## config.mk

```make
export PLATFORM = sky130hd
export DESIGN_NAME = instr_fetch_unit_flat
export DESIGN_NICKNAME = d
export VERILOG_FILES = /design/src/rtl/instr_fetch_unit_pkg.sv /design/src/rtl/instr_fetch_unit_if.sv /design/src/rtl/instr_fetch_unit_fetch_fifo.sv /design/src/rtl/instr_fetch_unit.sv /design/src/flat_wrapper.sv
export SDC_FILE = /design/constraint.sdc
export NUM_CORES = 1
export LEC_CHECK = 0
export ABC_AREA = 1
export CAP_MARGIN = 5
export CORE_ASPECT_RATIO = 0.9
export CORE_MARGIN = 4
export CORE_UTILIZATION = 56
export DETAILED_ROUTE_END_ITERATION = 10
export PLACE_DENSITY = 0.8
export SYNTH_ARGS = -nofsm -noshare
export SYNTH_HDL_FRONTEND = slang
export SYNTH_SLANG_ARGS = --single-unit
```

## constraint.sdc

```tcl
create_clock -name clk -period 5.6 [get_ports clk]
set_input_delay 1.12 -clock clk [delete_from_list [all_inputs] [get_ports clk]]
set_output_delay 1.12 -clock clk [all_outputs]
set_load 0.02 [all_outputs]
```

## src/rtl/instr_fetch_unit_pkg.sv

```systemverilog
// Shared constants for the fetch front-end: memory index width,
// fetch FSM encodings and the default boot PC.
package instr_fetch_unit_pkg;

   localparam int ADDR_WIDTH = 10;

   localparam logic [31:0] RESET_PC_DEF = 32'h0000_0000;

   localparam logic [1:0] S_IDLE = 2'd0;
   localparam logic [1:0] S_REQ  = 2'd1;
   localparam logic [1:0] S_RESP = 2'd2;

   function automatic logic [31:0] word_align(input logic [31:0] a);
      return {a[31:2], 2'b00};
   endfunction

endpackage

```

## src/rtl/instr_fetch_unit_if.sv

```systemverilog
// Memory read port plus decode-side instruction handshake.
// master is the fetch unit; slave is the memory/decode side.
interface instr_fetch_unit_if
   import instr_fetch_unit_pkg::*;
#(
   parameter int DATA_WIDTH = 32
) ();

   logic [ADDR_WIDTH-1:0] mem_addr;
   logic                  mem_req_valid;
   logic                  mem_we;
   logic [DATA_WIDTH-1:0] mem_rdata;
   logic                  mem_data_valid;

   logic                  instr_valid;
   logic [DATA_WIDTH-1:0] instr;
   logic [31:0]           instr_pc;
   logic                  instr_ready;

   modport master (
      output mem_addr, mem_req_valid, mem_we,
      input  mem_rdata, mem_data_valid,
      output instr_valid, instr, instr_pc,
      input  instr_ready
   );

   modport slave (
      input  mem_addr, mem_req_valid, mem_we,
      output mem_rdata, mem_data_valid,
      input  instr_valid, instr, instr_pc,
      output instr_ready
   );

endinterface

```

## src/rtl/instr_fetch_unit_fetch_fifo.sv

```systemverilog
// Instruction buffer holding {pc, instr} entries; head is read
// combinationally, flush clears it in one cycle.
module fetch_fifo #(
   parameter int WIDTH = 64,
   parameter int DEPTH = 4
) (
   input  logic                   clk,
   input  logic                   reset,
   input  logic                   push,
   input  logic                   pop,
   input  logic                   flush,
   input  logic [WIDTH-1:0]       wdata,
   output logic [WIDTH-1:0]       head,
   output logic [$clog2(DEPTH):0] count,
   output logic                   full,
   output logic                   empty
);

   localparam int AW = $clog2(DEPTH);
   localparam int CW = AW + 1;

   logic [WIDTH-1:0] mem [DEPTH];
   logic [AW-1:0]    rd_ptr;
   logic [AW-1:0]    wr_ptr;
   logic             do_push;
   logic             do_pop;

   assign full    = (count == CW'(DEPTH));
   assign empty   = (count == '0);
   assign do_pop  = pop && !empty;
   assign do_push = push && (!full || do_pop);
   assign head    = mem[rd_ptr];

   always_ff @(posedge clk or posedge reset) begin
      if (reset) begin
         rd_ptr <= '0;
         wr_ptr <= '0;
         count  <= '0;
      end else if (flush) begin
         rd_ptr <= '0;
         wr_ptr <= '0;
         count  <= '0;
      end else begin
         if (do_push)
            wr_ptr <= wr_ptr + AW'(1);
         if (do_pop)
            rd_ptr <= rd_ptr + AW'(1);
         count <= count + CW'(do_push) - CW'(do_pop);
      end
   end

   // Storage needs no reset: entries are only visible through count.
   always_ff @(posedge clk) begin
      if (do_push && !flush)
         mem[wr_ptr] <= wdata;
   end

endmodule

```

## src/rtl/instr_fetch_unit.sv

```systemverilog
// Fetch stage: one outstanding word read at a time into a small
// buffer drained by decode; redirects flush and retarget the PC.
module instr_fetch_unit
   import instr_fetch_unit_pkg::*;
#(
   parameter int          DATA_WIDTH = 32,
   parameter int          FIFO_DEPTH = 4,
   parameter logic [31:0] RESET_PC   = RESET_PC_DEF
) (
   input  logic                clk,
   input  logic                reset,
   input  logic                fetch_en,
   input  logic                redirect_valid,
   input  logic [31:0]         redirect_pc,
   instr_fetch_unit_if.master  bus
);

   localparam int CW = $clog2(FIFO_DEPTH) + 1;
   localparam int EW = 32 + DATA_WIDTH;

   logic [1:0]    state;
   logic [1:0]    state_nx;
   logic [31:0]   pc;
   logic [31:0]   pc_nx;
   logic          drop;
   logic          drop_nx;
   logic [CW-1:0] count;
   logic [CW-1:0] count_nx;
   logic          full;
   logic          empty;
   logic [EW-1:0] head;
   logic          resp;
   logic          push;
   logic          pop;
   logic          space;

   assign resp  = (state == S_RESP) && bus.mem_data_valid;
   assign push  = resp && !drop && !redirect_valid;
   assign pop   = !empty && bus.instr_ready && !redirect_valid;

   assign count_nx = redirect_valid ? '0
                   : count + CW'(push) - CW'(pop);
   // Any new request must fit alongside what the buffer will hold.
   assign space = (count_nx < CW'(FIFO_DEPTH));

   fetch_fifo #(
      .WIDTH (EW),
      .DEPTH (FIFO_DEPTH)
   ) u_fifo (
      .clk   (clk),
      .reset (reset),
      .push  (push),
      .pop   (pop),
      .flush (redirect_valid),
      .wdata ({pc, bus.mem_rdata}),
      .head  (head),
      .count (count),
      .full  (full),
      .empty (empty)
   );

   always_comb begin
      state_nx = state;
      pc_nx    = pc;
      drop_nx  = drop;
      unique case (state)
         S_IDLE: begin
            if (fetch_en && (!full || pop || redirect_valid))
               state_nx = S_REQ;
         end
         S_REQ: begin
            state_nx = S_RESP;
         end
         S_RESP: begin
            if (bus.mem_data_valid) begin
               drop_nx  = 1'b0;
               if (push)
                  pc_nx = pc + 32'd4;
               state_nx = (fetch_en && space) ? S_REQ : S_IDLE;
            end
         end
         default: state_nx = S_IDLE;
      endcase
      // Only a response still pending after this cycle needs dropping.
      if (redirect_valid) begin
         pc_nx   = word_align(redirect_pc);
         drop_nx = (state == S_REQ)
                || ((state == S_RESP) && !bus.mem_data_valid);
      end
   end

   always_ff @(posedge clk or posedge reset) begin
      if (reset) begin
         state <= S_IDLE;
         pc    <= RESET_PC;
         drop  <= 1'b0;
      end else begin
         state <= state_nx;
         pc    <= pc_nx;
         drop  <= drop_nx;
      end
   end

   assign bus.mem_addr      = pc[ADDR_WIDTH+1:2];
   assign bus.mem_req_valid = (state == S_REQ);
   assign bus.mem_we        = 1'b0;
   assign bus.instr_valid   = !empty;
   assign bus.instr         = empty ? '0 : head[DATA_WIDTH-1:0];
   assign bus.instr_pc      = empty ? '0 : head[EW-1:DATA_WIDTH];

endmodule

```

## src/flat_wrapper.sv

```systemverilog
// flat-port wrapper written by rule: the top's interface ports become plain ports
module instr_fetch_unit_flat import instr_fetch_unit_pkg::*;
#(
   parameter int          DATA_WIDTH = 32,
   parameter int          FIFO_DEPTH = 4,
   parameter logic [31:0] RESET_PC   = RESET_PC_DEF
)
  (clk, reset, fetch_en, redirect_valid, redirect_pc, bus_mem_addr, bus_mem_req_valid, bus_mem_we, bus_mem_rdata, bus_mem_data_valid, bus_instr_valid, bus_instr, bus_instr_pc, bus_instr_ready);
  instr_fetch_unit_if #(.DATA_WIDTH(DATA_WIDTH)) bus_i ();
  input  logic clk;
  input  logic reset;
  input  logic fetch_en;
  input  logic redirect_valid;
  input  logic [31:0] redirect_pc;
  output wire logic [$bits(bus_i.mem_addr)-1:0] bus_mem_addr;
  output wire logic [$bits(bus_i.mem_req_valid)-1:0] bus_mem_req_valid;
  output wire logic [$bits(bus_i.mem_we)-1:0] bus_mem_we;
  input wire logic [$bits(bus_i.mem_rdata)-1:0] bus_mem_rdata;
  input wire logic [$bits(bus_i.mem_data_valid)-1:0] bus_mem_data_valid;
  output wire logic [$bits(bus_i.instr_valid)-1:0] bus_instr_valid;
  output wire logic [$bits(bus_i.instr)-1:0] bus_instr;
  output wire logic [$bits(bus_i.instr_pc)-1:0] bus_instr_pc;
  input wire logic [$bits(bus_i.instr_ready)-1:0] bus_instr_ready;
  assign bus_mem_addr = bus_i.mem_addr;
  assign bus_mem_req_valid = bus_i.mem_req_valid;
  assign bus_mem_we = bus_i.mem_we;
  assign bus_i.mem_rdata = bus_mem_rdata;
  assign bus_i.mem_data_valid = bus_mem_data_valid;
  assign bus_instr_valid = bus_i.instr_valid;
  assign bus_instr = bus_i.instr;
  assign bus_instr_pc = bus_i.instr_pc;
  assign bus_i.instr_ready = bus_instr_ready;
  instr_fetch_unit #(.DATA_WIDTH(DATA_WIDTH), .FIFO_DEPTH(FIFO_DEPTH), .RESET_PC(RESET_PC)) u_core (.clk(clk), .reset(reset), .fetch_en(fetch_en), .redirect_valid(redirect_valid), .redirect_pc(redirect_pc), .bus(bus_i));
endmodule
```

== After elaboration in Yosys (flattened, before gate mapping) ==
Memories as Yosys holds them, arrays and structs flattened.
Cells that the tools add are included.

* Add/subtract/negate cells: 7
* Shifts and indexed selects: 0
* Reductions and logical operators: 30
* Bitwise logic cells: 0
* Order comparisons: 1
* $mul: 0
* Divide/modulo/power cells: 0
* Multiplexer cells: 21
* Eq/ne operators: 5

{| class="wikitable"
|+ Operators with widths
! kind !! number
|-
| $mux 32 || 6
|-
| $add 32x3->32 const B || 1
|-
| $mux 2 || 6
|-
| $logic_and 1x1->1 || 11
|-
| $reduce_bool 2->1 || 5
|-
| $add 3x1->3 || 2
|-
| $mux 1 || 6
|-
| $mux 3 || 2
|-
| $pmux 2 s3 || 1
|-
| $sub 3x1->3 || 2
|-
| $logic_not 1->1 || 5
|-
| $add 2x1->2 const B || 2
|-
| $logic_or 1x1->1 || 4
|-
| $reduce_and 2->1 || 2
|-
| $eq 3x3->1 const B || 1
|-
| $logic_not 3->1 || 1
|-
| $lt 3x3->1 const B || 1
|-
| $reduce_and 3->1 || 1
|-
| $eq 2x1->1 const B || 1
|-
| $eq 2x2->1 const B || 1
|-
| $logic_not 2->1 || 1
|-
| $ne 2x1->1 const B || 1
|-
| $ne 2x2->1 const B || 1
|}

* Memories: 1
* Logic and storage cells: 71
* Bits in read-only memories: 0
* Latch bits: 0
* Flip-flop bits (word level): 42
* RAM bits: 256
* Output and inout bits: 77
* Input bits: 70

{| class="wikitable"
|+ Memories
! memory !! words !! bits a word !! read ports !! clocked after Yosys merged registers in !! wr ports !! RTL line !! source
|-
| u_core.u_fifo.mem || 4 || 64 || 1 || 0 || 1 || instr_fetch_unit_fetch_fifo.sv:22 || <nowiki>logic [WIDTH-1:0] mem [DEPTH];</nowiki>
|}

== Logic depth before layout (Yosys ltp) ==
Gate-level depths: netlist (run 1).

* Depth in word-level cells: 12
* Depth in mapped cells: 15
* Gate-level depth less buffers: 15

== Modules after synthesis ==
From an unflattened synthesis (run 1), not the netlist that was laid out.

* Cell total of the unflattened synthesis: 1209
* Area, all modules: 13167.6 um^2

{| class="wikitable"
|+ Modules (own cells, without submodules)
! module !! area an instance (um^2) !! sequential area each (um^2) !! cells each !! instances
|-
| fetch_fifo || 10129.7 || 7862.5 || 682 || 1
|-
| instr_fetch_unit || 3037.9 || 825.8 || 527 || 1
|}

== Least setup slack after synthesis (run 1) ==
Ideal clock, no wire load.

* Kind: input to register
* From: in bus_mem_data_valid
* To: mem u_core.u_fifo.mem[0][0] (enable)
* Setup time: 0.482 ns
* Arrival time: 4.239 ns
* Buffers on the path: 0
* Setup slack: 0.879 ns
* Required time: 5.118 ns
* Stages on the path: 6
* Cells stage by stage: inv_1 nor2_4 nand2_4 nor2_4 o21ai_2 nor2_1

* Word-level cells in the longest chain between the ends: 7

{| class="wikitable"
|+ Ends and longest elaborated chain
! item !! RTL line !! source
|-
| start: declaration || flat_wrapper.sv:19 || <nowiki>input wire logic [$bits(bus_i.mem_data_valid)-1:0] bus_mem_data_valid;</nowiki>
|-
| $logic_and 1x1->1 || instr_fetch_unit.sv:37 || <nowiki>assign resp = (state == S_RESP) && bus.mem_data_valid;</nowiki>
|-
| $logic_and 1x1->1 (2 in series) || instr_fetch_unit.sv:38 || <nowiki>assign push = resp && !drop && !redirect_valid;</nowiki>
|-
| $logic_and 1x1->1 || instr_fetch_unit_fetch_fifo.sv:31 || <nowiki>assign do_push = push && (!full || do_pop);</nowiki>
|-
| $logic_and 1x1->1 || instr_fetch_unit_fetch_fifo.sv:54 || <nowiki>if (do_push && !flush)</nowiki>
|-
| $mux 1 || instr_fetch_unit_fetch_fifo.sv:54 ||
|-
| $mux 1 (implied by the code) || instr_fetch_unit_fetch_fifo.sv:55 || <nowiki>mem[wr_ptr] <= wdata;</nowiki>
|-
| end: declaration || instr_fetch_unit_fetch_fifo.sv:22 ||
|}

No other way between the ends.

== Final worst setup path (run 1) ==
* From: reg u_core.u_fifo.rd_ptr[0]
* To: out bus_instr[5]

* Word-level cells in the longest chain between the ends: 2

{| class="wikitable"
|+ Ends and longest elaborated chain
! item !! RTL line !! source
|-
| start: declaration || instr_fetch_unit_fetch_fifo.sv:23 || <nowiki>logic [AW-1:0] rd_ptr;</nowiki>
|-
| start signal: assignment || instr_fetch_unit_fetch_fifo.sv:47 || <nowiki>rd_ptr <= rd_ptr + AW'(1);</nowiki>
|-
| $mem_v2 4x64 || - ||
|-
| $mux 32 || instr_fetch_unit.sv:108 || <nowiki>assign bus.instr = empty ? '0 : head[DATA_WIDTH-1:0];</nowiki>
|-
| end: declaration || flat_wrapper.sv:21 || <nowiki>output wire logic [$bits(bus_i.instr)-1:0] bus_instr;</nowiki>
|}

No other way between the ends.

==> run metrics, run 1 <==
run status finished clean; global-route wire length before repair roughly 44,000 um; sequential area share after synthesis roughly 67%; Worst Setup EP bus_instr[5]; number of global-route vias before repair ~8,600; TritonCTS clock tree yes; gp weighted congestion around 0.90; initial antenna violation count 0; total CTS buffers 28; Net Sw Power between 2 and 2.5 mW; Post-synth EDFFs about 250; setup violators final 0; CP arrival roughly 3.8 ns; Syn Inst Count about 1,200; Max Slew Vio Count 0; input/output buffers between 100 and 150; drt first pass iters 5; HPWL after DPL roughly 17,000 um; crit path launch type flop; Slew headroom 29.2%; reg2reg end u_core.u_fifo.mem[1][1]; DRC violations left 0; Worst Path Required 4.48 ns; Net Sw Frac between 30% and 40%; Synth Area per Inst about 11 um^2; min-delay worst type flop to flop; WL per Instance 17.1 um; Total GRT Usage 21.9%; Max stage delay on crit path approximately 0.9 ns; Synth Flop Type edfxtp_1; worst-margin pin slew around 1.1 ns; Clock Power Share 30.5%; Crit Reg-Reg Startpoint u_core.state[0]; Hold Violations, Final 0; total power around 6.6 mW; CP bufs+invs 3; kind of critical path flop to output port; Static Leak approximately 5.4 nW; worst-path fanout max 82; crit path launch u_core.u_fifo.rd_ptr[0]; cell row count 51; peak supply drop 0.258 mV; Fin Clk Skew roughly 0.028 ns; clock root cell clkbuf_16; CP max-delay cell clkinv_2; cell area after synthesis around 13,000 um^2; Core ar. around 22,000 um^2; total negative setup slack 0 ns; Clock Tree Buf Depth 3; Via density between 5 and 6; clk sinks 288; FF-to-FF path depth 8; FMAX around 210 MHz; max-capacitance violation count 0; P_int around 4.4 mW; Netlist cell types 37; Flop pwr share 40.7%; crit-path cells clkinv_2 -> buf_4 -> o21ai_0 -> a21oi_1 -> clkdlybuf4s50_1; largest net degree at the start of global routing slightly above 80; H-tree level count 1; post-layout min period a little under 5 ns; Initial Utilization between 50 and 60%; Hold Path Origin u_core.state[1]; family with the most delay on the worst path buffers and inverters; gr ovfl total 0; Post-Route Utilization between 60% and 70%; register-to-register path setup slack approximately 2.6 ns; unrepaired setup endpoints after global routing no; # resized after CTS 0; period utilisation layout 87.1%; # hold bufs at CTS 0; number of diodes 0; WP depth 5; Setup crit end kind output port; Gate power share 28.9%; die area about 25,000 um^2; final net count ~1,400; layout cells sized above 1 roughly 7.6%; area delta synth->final 20.4%; drt total wl approximately 28,000 um; vias ~9,000; drt first-iter violations between 700 and 800; Synth async-reset ratio between 10 and 15%; chip height ~150 um; ANT nets after route 0; # Post-CTS Setup Buffers 0; worst-case hold slack around 0.53 ns; Worst-Skew Late Latency roughly 0.54 ns; CTS clk-pin slew, worst paths roughly 0.06 ns; Power Density ~440 nW/um^2; io pins approximately 150; post-synthesis sequential element count roughly 290; die width 166 um; yosys warns 0
[synth_stat cells (8+ instances only)]
cell,n,share of area (%)
a21oi_1,70,2.8
o21ai_0,134,5.3
dfrtp_1,40,8.0
edfxtp_1,248,59
buf_4,21,1.3
clkbuf_1,25,0.75
buf_2,14,0.56
ha_1,9,0.89
xor2_1,9,0.63
nand2_1,163,4.9
nand2_2,9,0.45
nor2_1,312,9.3
inv_1,45,1.3
nor2_2,8,0.40
nand3_1,35,1.4
[state kept, by name (all words and copies together), names as in the netlist]
signal and flops:
u_core.drop 1, u_core.u_fifo.rd_ptr 2, u_core.u_fifo.count 3, u_core.u_fifo.wr_ptr 2, u_core.u_fifo.mem 248, u_core.pc 30, u_core.state 2
[area by class of cell]
class | instances | area (um^2)
Clock inverter | 20 | 255
Inverter | 51 | 193
Fill cell | 1554 | 6730
Clock buffer | 32 | 747
Timing Repair Buffer | 155 | 1530
Multi-Input combinational cell | 786 | 3610
Tap cell | 291 | 364
Sequential cell | 288 | 8450
[worst reg2reg max path, cell delays in order (launching register included)]
cell     delay [ns]
dfrtp_1        0.38
inv_1          0.08
nand2_2        0.08
nor2_4         0.13
nand2_4        0.09
nor2_4         0.47
o21ai_2        0.31
nor2_4         0.66
buf_4          0.46
[layout by cell type, fill, tap and decap left out, types with 2 or more instances in the layout]
master | Yosys | routed
buf_4 | 21 | 13
nor3_1 | 2 | 2
nand2_2 | 9 | 9
nand4_1 | 3 | 3
clkbuf_16 | 0 | 29
nor2_2 | 8 | 8
nor2_1 | 312 | 308
nand2_1 | 163 | 163
nand2_4 | 3 | 3
o21ai_0 | 134 | 134
clkdlybuf4s50_1 | 0 | 141
clkinv_1 | 0 | 4
o21ai_1 | 2 | 2
xor2_1 | 9 | 9
nor2_4 | 6 | 10
o21bai_1 | 3 | 3
clkinv_2 | 1 | 7
inv_1 | 45 | 45
dfrtp_1 | 40 | 38
nand3_1 | 35 | 35
conb_1 | 1 | 3
a21oi_1 | 70 | 70
o211ai_1 | 5 | 5
ha_1 | 9 | 9
clkinvlp_4 | 0 | 4
bufinv_16 | 0 | 6
inv_2 | 5 | 5
edfxtp_1 | 248 | 248
clkbuf_1 | 25 | 2
nand3b_1 | 2 | 2
[cell families (layout without fill, tap and decap cells)]
| family | count (synthesis) | in the layout | synth area share, % |
|---|---|---|---|
| buffers and inverters | 119 | 258 | 4.45 |
| other | 1 | 3 | 0.0298 |
| and+or+nand+nor | 545 | 545 | 17.7 |
| xor gates and xnor gates | 10 | 10 | 0.696 |
| DFF | 288 | 288 | 67.1 |
| AOI/OAI and AO/OA | 218 | 218 | 8.95 |
| adders and majority gates | 10 | 10 | 1.05 |
[per-stage QoR]
stage | std cells | setup WS [ns] | instance area [um^2]
finish | 1623 | 0.725 | 15200
global route | 1623 | 0.384 | 15200
CTS | 1623 | 0.672 | 15200
detailed placement | 1571 | 1.25 | 14200
global placement | 1571 | 1.30 | 14200
floorplan | 1193 | 0.879 | 12600
[how the worst min path moves through the flow]
stage | endpoint | slack [ns] | cells past startpoint
floorplan | u_core.state[0] | 0.48 | 1
global placement | u_core.state[0] | 0.49 | 1
detailed placement | u_core.state[0] | 0.51 | 1
CTS | u_core.state[0] | 0.53 | 1
global route | u_core.state[0] | 0.56 | 1
finish | u_core.state[0] | 0.53 | 1
[metal layers]
layer	wire, um	part of all wire [%]	vias up	track usage, %
met1	11600	42	4180	29.3
li1	-	-	4258	-
met5	0	0	-	0
met3	1850	6.7	49	3.52
met4	788	2.8	0	6.93
met2	13500	49	309	37.3
[power by group through the flow]
stage	clock [mW]	combinational [mW]	sequential [mW]
after floorplan	0	1.21	2.62
after global placement	0	1.88	2.71
after detailed placement	0	1.91	2.72
after CTS	2.03	1.92	2.68
after global routing	2.13	2.08	2.70
final	2.01	1.90	2.68
Note: power is estimated with default switching activity, not from simulation.
==> run 2: changes to the inputs <==
--- a/config.mk
+++ b/config.mk
@@ -11,6 +11,7 @@
 export CORE_MARGIN = 4
 export CORE_UTILIZATION = 56
 export DETAILED_ROUTE_END_ITERATION = 10
+export MAX_ROUTING_LAYER = met4
 export PLACE_DENSITY = 0.8
 export SYNTH_ARGS = -nofsm -noshare
 export SYNTH_HDL_FRONTEND = slang
==> run metrics, run 2 (synthesis gave the netlist of run 1 again) <==
WL per Instance 17.1 um (about the same); die area 24,900 um^2 (unchanged); max-capacitance violation count 0 (unchanged); Largest regs u_core.u_fifo.mem (248), u_core.pc (30), u_core.u_fifo.count (3); Post-DP Area 14,200 um^2 (unchanged); Max Slew Vio Count 0 (unchanged); # hold bufs at CTS 0 (unchanged); Fin Clk Skew 0.0292 ns (+0.00130 ns); crit path launch type flop; DR top layer met4; worst-margin pin slew 1.06 ns (-0.00218 ns); Clock Power Share 30.5% (about the same); P_int 4.45 mW (unchanged); crit path launch u_core.u_fifo.rd_ptr[0]; unrepaired setup endpoints after global routing no; Power Density 435 nW/um^2 (about the same); cell row count 51 (unchanged); fillers 1,554 (unchanged); gp weighted congestion 0.912 (+1.7%); area delta synth->final 20.4% (unchanged); # Post-CTS Setup Buffers 0 (unchanged); WL met1 11,800 um (+1.9%); Reg with most FFs u_core.u_fifo.mem; input/output buffers 141 (unchanged); Net Sw Frac 32.6% (about the same); Finished Layout Cells 1,623 (unchanged); Worst-Skew Late Latency 0.55 ns (about the same); Worst Path Required 4.48 ns (about the same); Hold Violations, Final 0 (unchanged); commonest non-fill, non-tap cell in the layout nor2_1; met2 WL post-DR 13,400 um (-0.43%); Post-Route Utilization 69.2% (unchanged); min-delay worst type flop to flop; Flop pwr share 40.6% (about the same); total CTS buffers 28 (unchanged); Hold Path Origin u_core.state[1]; run status finished clean; Total GRT Usage 22.5% (+0.66 points); period utilisation layout 87.2% (+0.12 points); io pins 147 (unchanged); number of global-route vias before repair 8,648 (+0.081%); CP arrival 3.76 ns (about the same); post-layout min period 4.88 ns (+0.00678 ns); Crit Reg-Reg Startpoint u_core.state[0]; ANT nets after route 0 (unchanged); Initial Utilization 57.5% (unchanged); met3 wire len 1720 um (-7.0%); post-route design area 15,200 um^2 (unchanged); dpl cells 1,571 (unchanged); number of diodes 0 (unchanged); TritonCTS clock tree yes; die width 166 um (unchanged); clk sinks 288 (unchanged); Clock Tree Buf Depth 3 (unchanged); DRC violations left 0 (unchanged); largest net degree at the start of global routing 83 (unchanged); setup violators final 0 (unchanged); most frequent cells in the layout nor2_1, edfxtp_1, nand2_1; CTS clk-pin slew, worst paths 0.06 ns (about the same); kind of critical path flop to output port; register area 8450 um^2 (unchanged); global-route wire length before repair 44,000 um (unchanged); Core ar. 21,900 um^2 (unchanged); vias 8,802 (+0.068%); drt first pass iters 5 (unchanged); Via density 5.42 (about the same); Multi-input gate area 3610 um^2 (unchanged); Setup crit end kind output port; clock root cell clkbuf_16; max reg flops 248 (unchanged); chip height 150 um (unchanged); H-tree level count 1 (unchanged); initial antenna violation count 0 (unchanged); HPWL after DPL 16,700 um (unchanged); total negative setup slack 0 ns (unchanged); layout cells sized above 1 7.58% (unchanged); Gate power share 28.9% (about the same); peak supply drop 0.259 mV (about the same); final net count 1,390 (unchanged); drt first-iter violations 780 (+1.7%); Net Sw Power 2.15 mW (about the same); Slew headroom 29.4% (+0.15 points); gr ovfl total 0 (unchanged); Static Leak 5.45 nW (unchanged); # resized after CTS 0 (unchanged); drt total wl 27,700 um (about the same); FMAX 205 MHz (-0.14%); worst-path fanout max 82 (unchanged)
run 2: cell counts in the layout (fill, tap and decap cells not counted):
Identical to the previous run, type by type.
run 2: through the flow:
stage                     worst slack, ns  hold slack [ns]  power, mW
after floorplan                     0.879            0.484       3.84
after global placement               1.30            0.494       4.59
after detailed placement             1.25            0.511       4.63
after CTS                           0.672            0.531       6.63
after global routing                0.386            0.557       6.91
final                               0.718            0.528       6.60
run 2: final cells by class:
class | instances | share of cell area (%)
Inverter | 51 | 1.27
Timing Repair Buffer | 155 | 10.1
Multi-Input combinational cell | 786 | 23.8
Tap cell | 291 | 2.40
Clock inverter | 20 | 1.68
Sequential cell | 288 | 55.8
Clock buffer | 32 | 4.93
run 2: worst max-delay path, cell delays in order (launching register included):
cell             delay [ns]
dfrtp_4                0.77
clkinv_2               0.89
buf_4                  0.58
o21ai_0                0.24
a21oi_1                0.09
clkdlybuf4s50_1        0.59
run 2: power groups by stage:
stage          Sequential (mW)  Clock [mW]  Combinational, mW
2_1_floorplan             2.62           0               1.21
3_3_place_gp              2.71           0               1.88
3_5_place_dp              2.72           0               1.91
4_1_cts                   2.68        2.03               1.92
5_1_grt                   2.70        2.13               2.08
6_report                  2.68        2.01               1.90
run 2: final timing paths:
path / to / slack [ns] / cells past startpoint
worst min register to register: u_core.state[0] / 0.53 / 1
min in group asynchronous: u_core.pc[21] / 1.00 / 3
max in group asynchronous: u_core.u_fifo.rd_ptr[0] / 4.18 / 3
worst max-delay path: bus_instr[5] / 0.72 / 5
worst min-delay path: u_core.state[0] / 0.53 / 1
worst max register to register: u_core.u_fifo.mem[1][18] / 2.57 / 8
run 2: routing by layer:
metal,track usage [%],up-vias
met4,6.93,0
met3,3.41,53
met2,37.3,296
met5,-,-
met1,29.4,4192
li1,-,4261
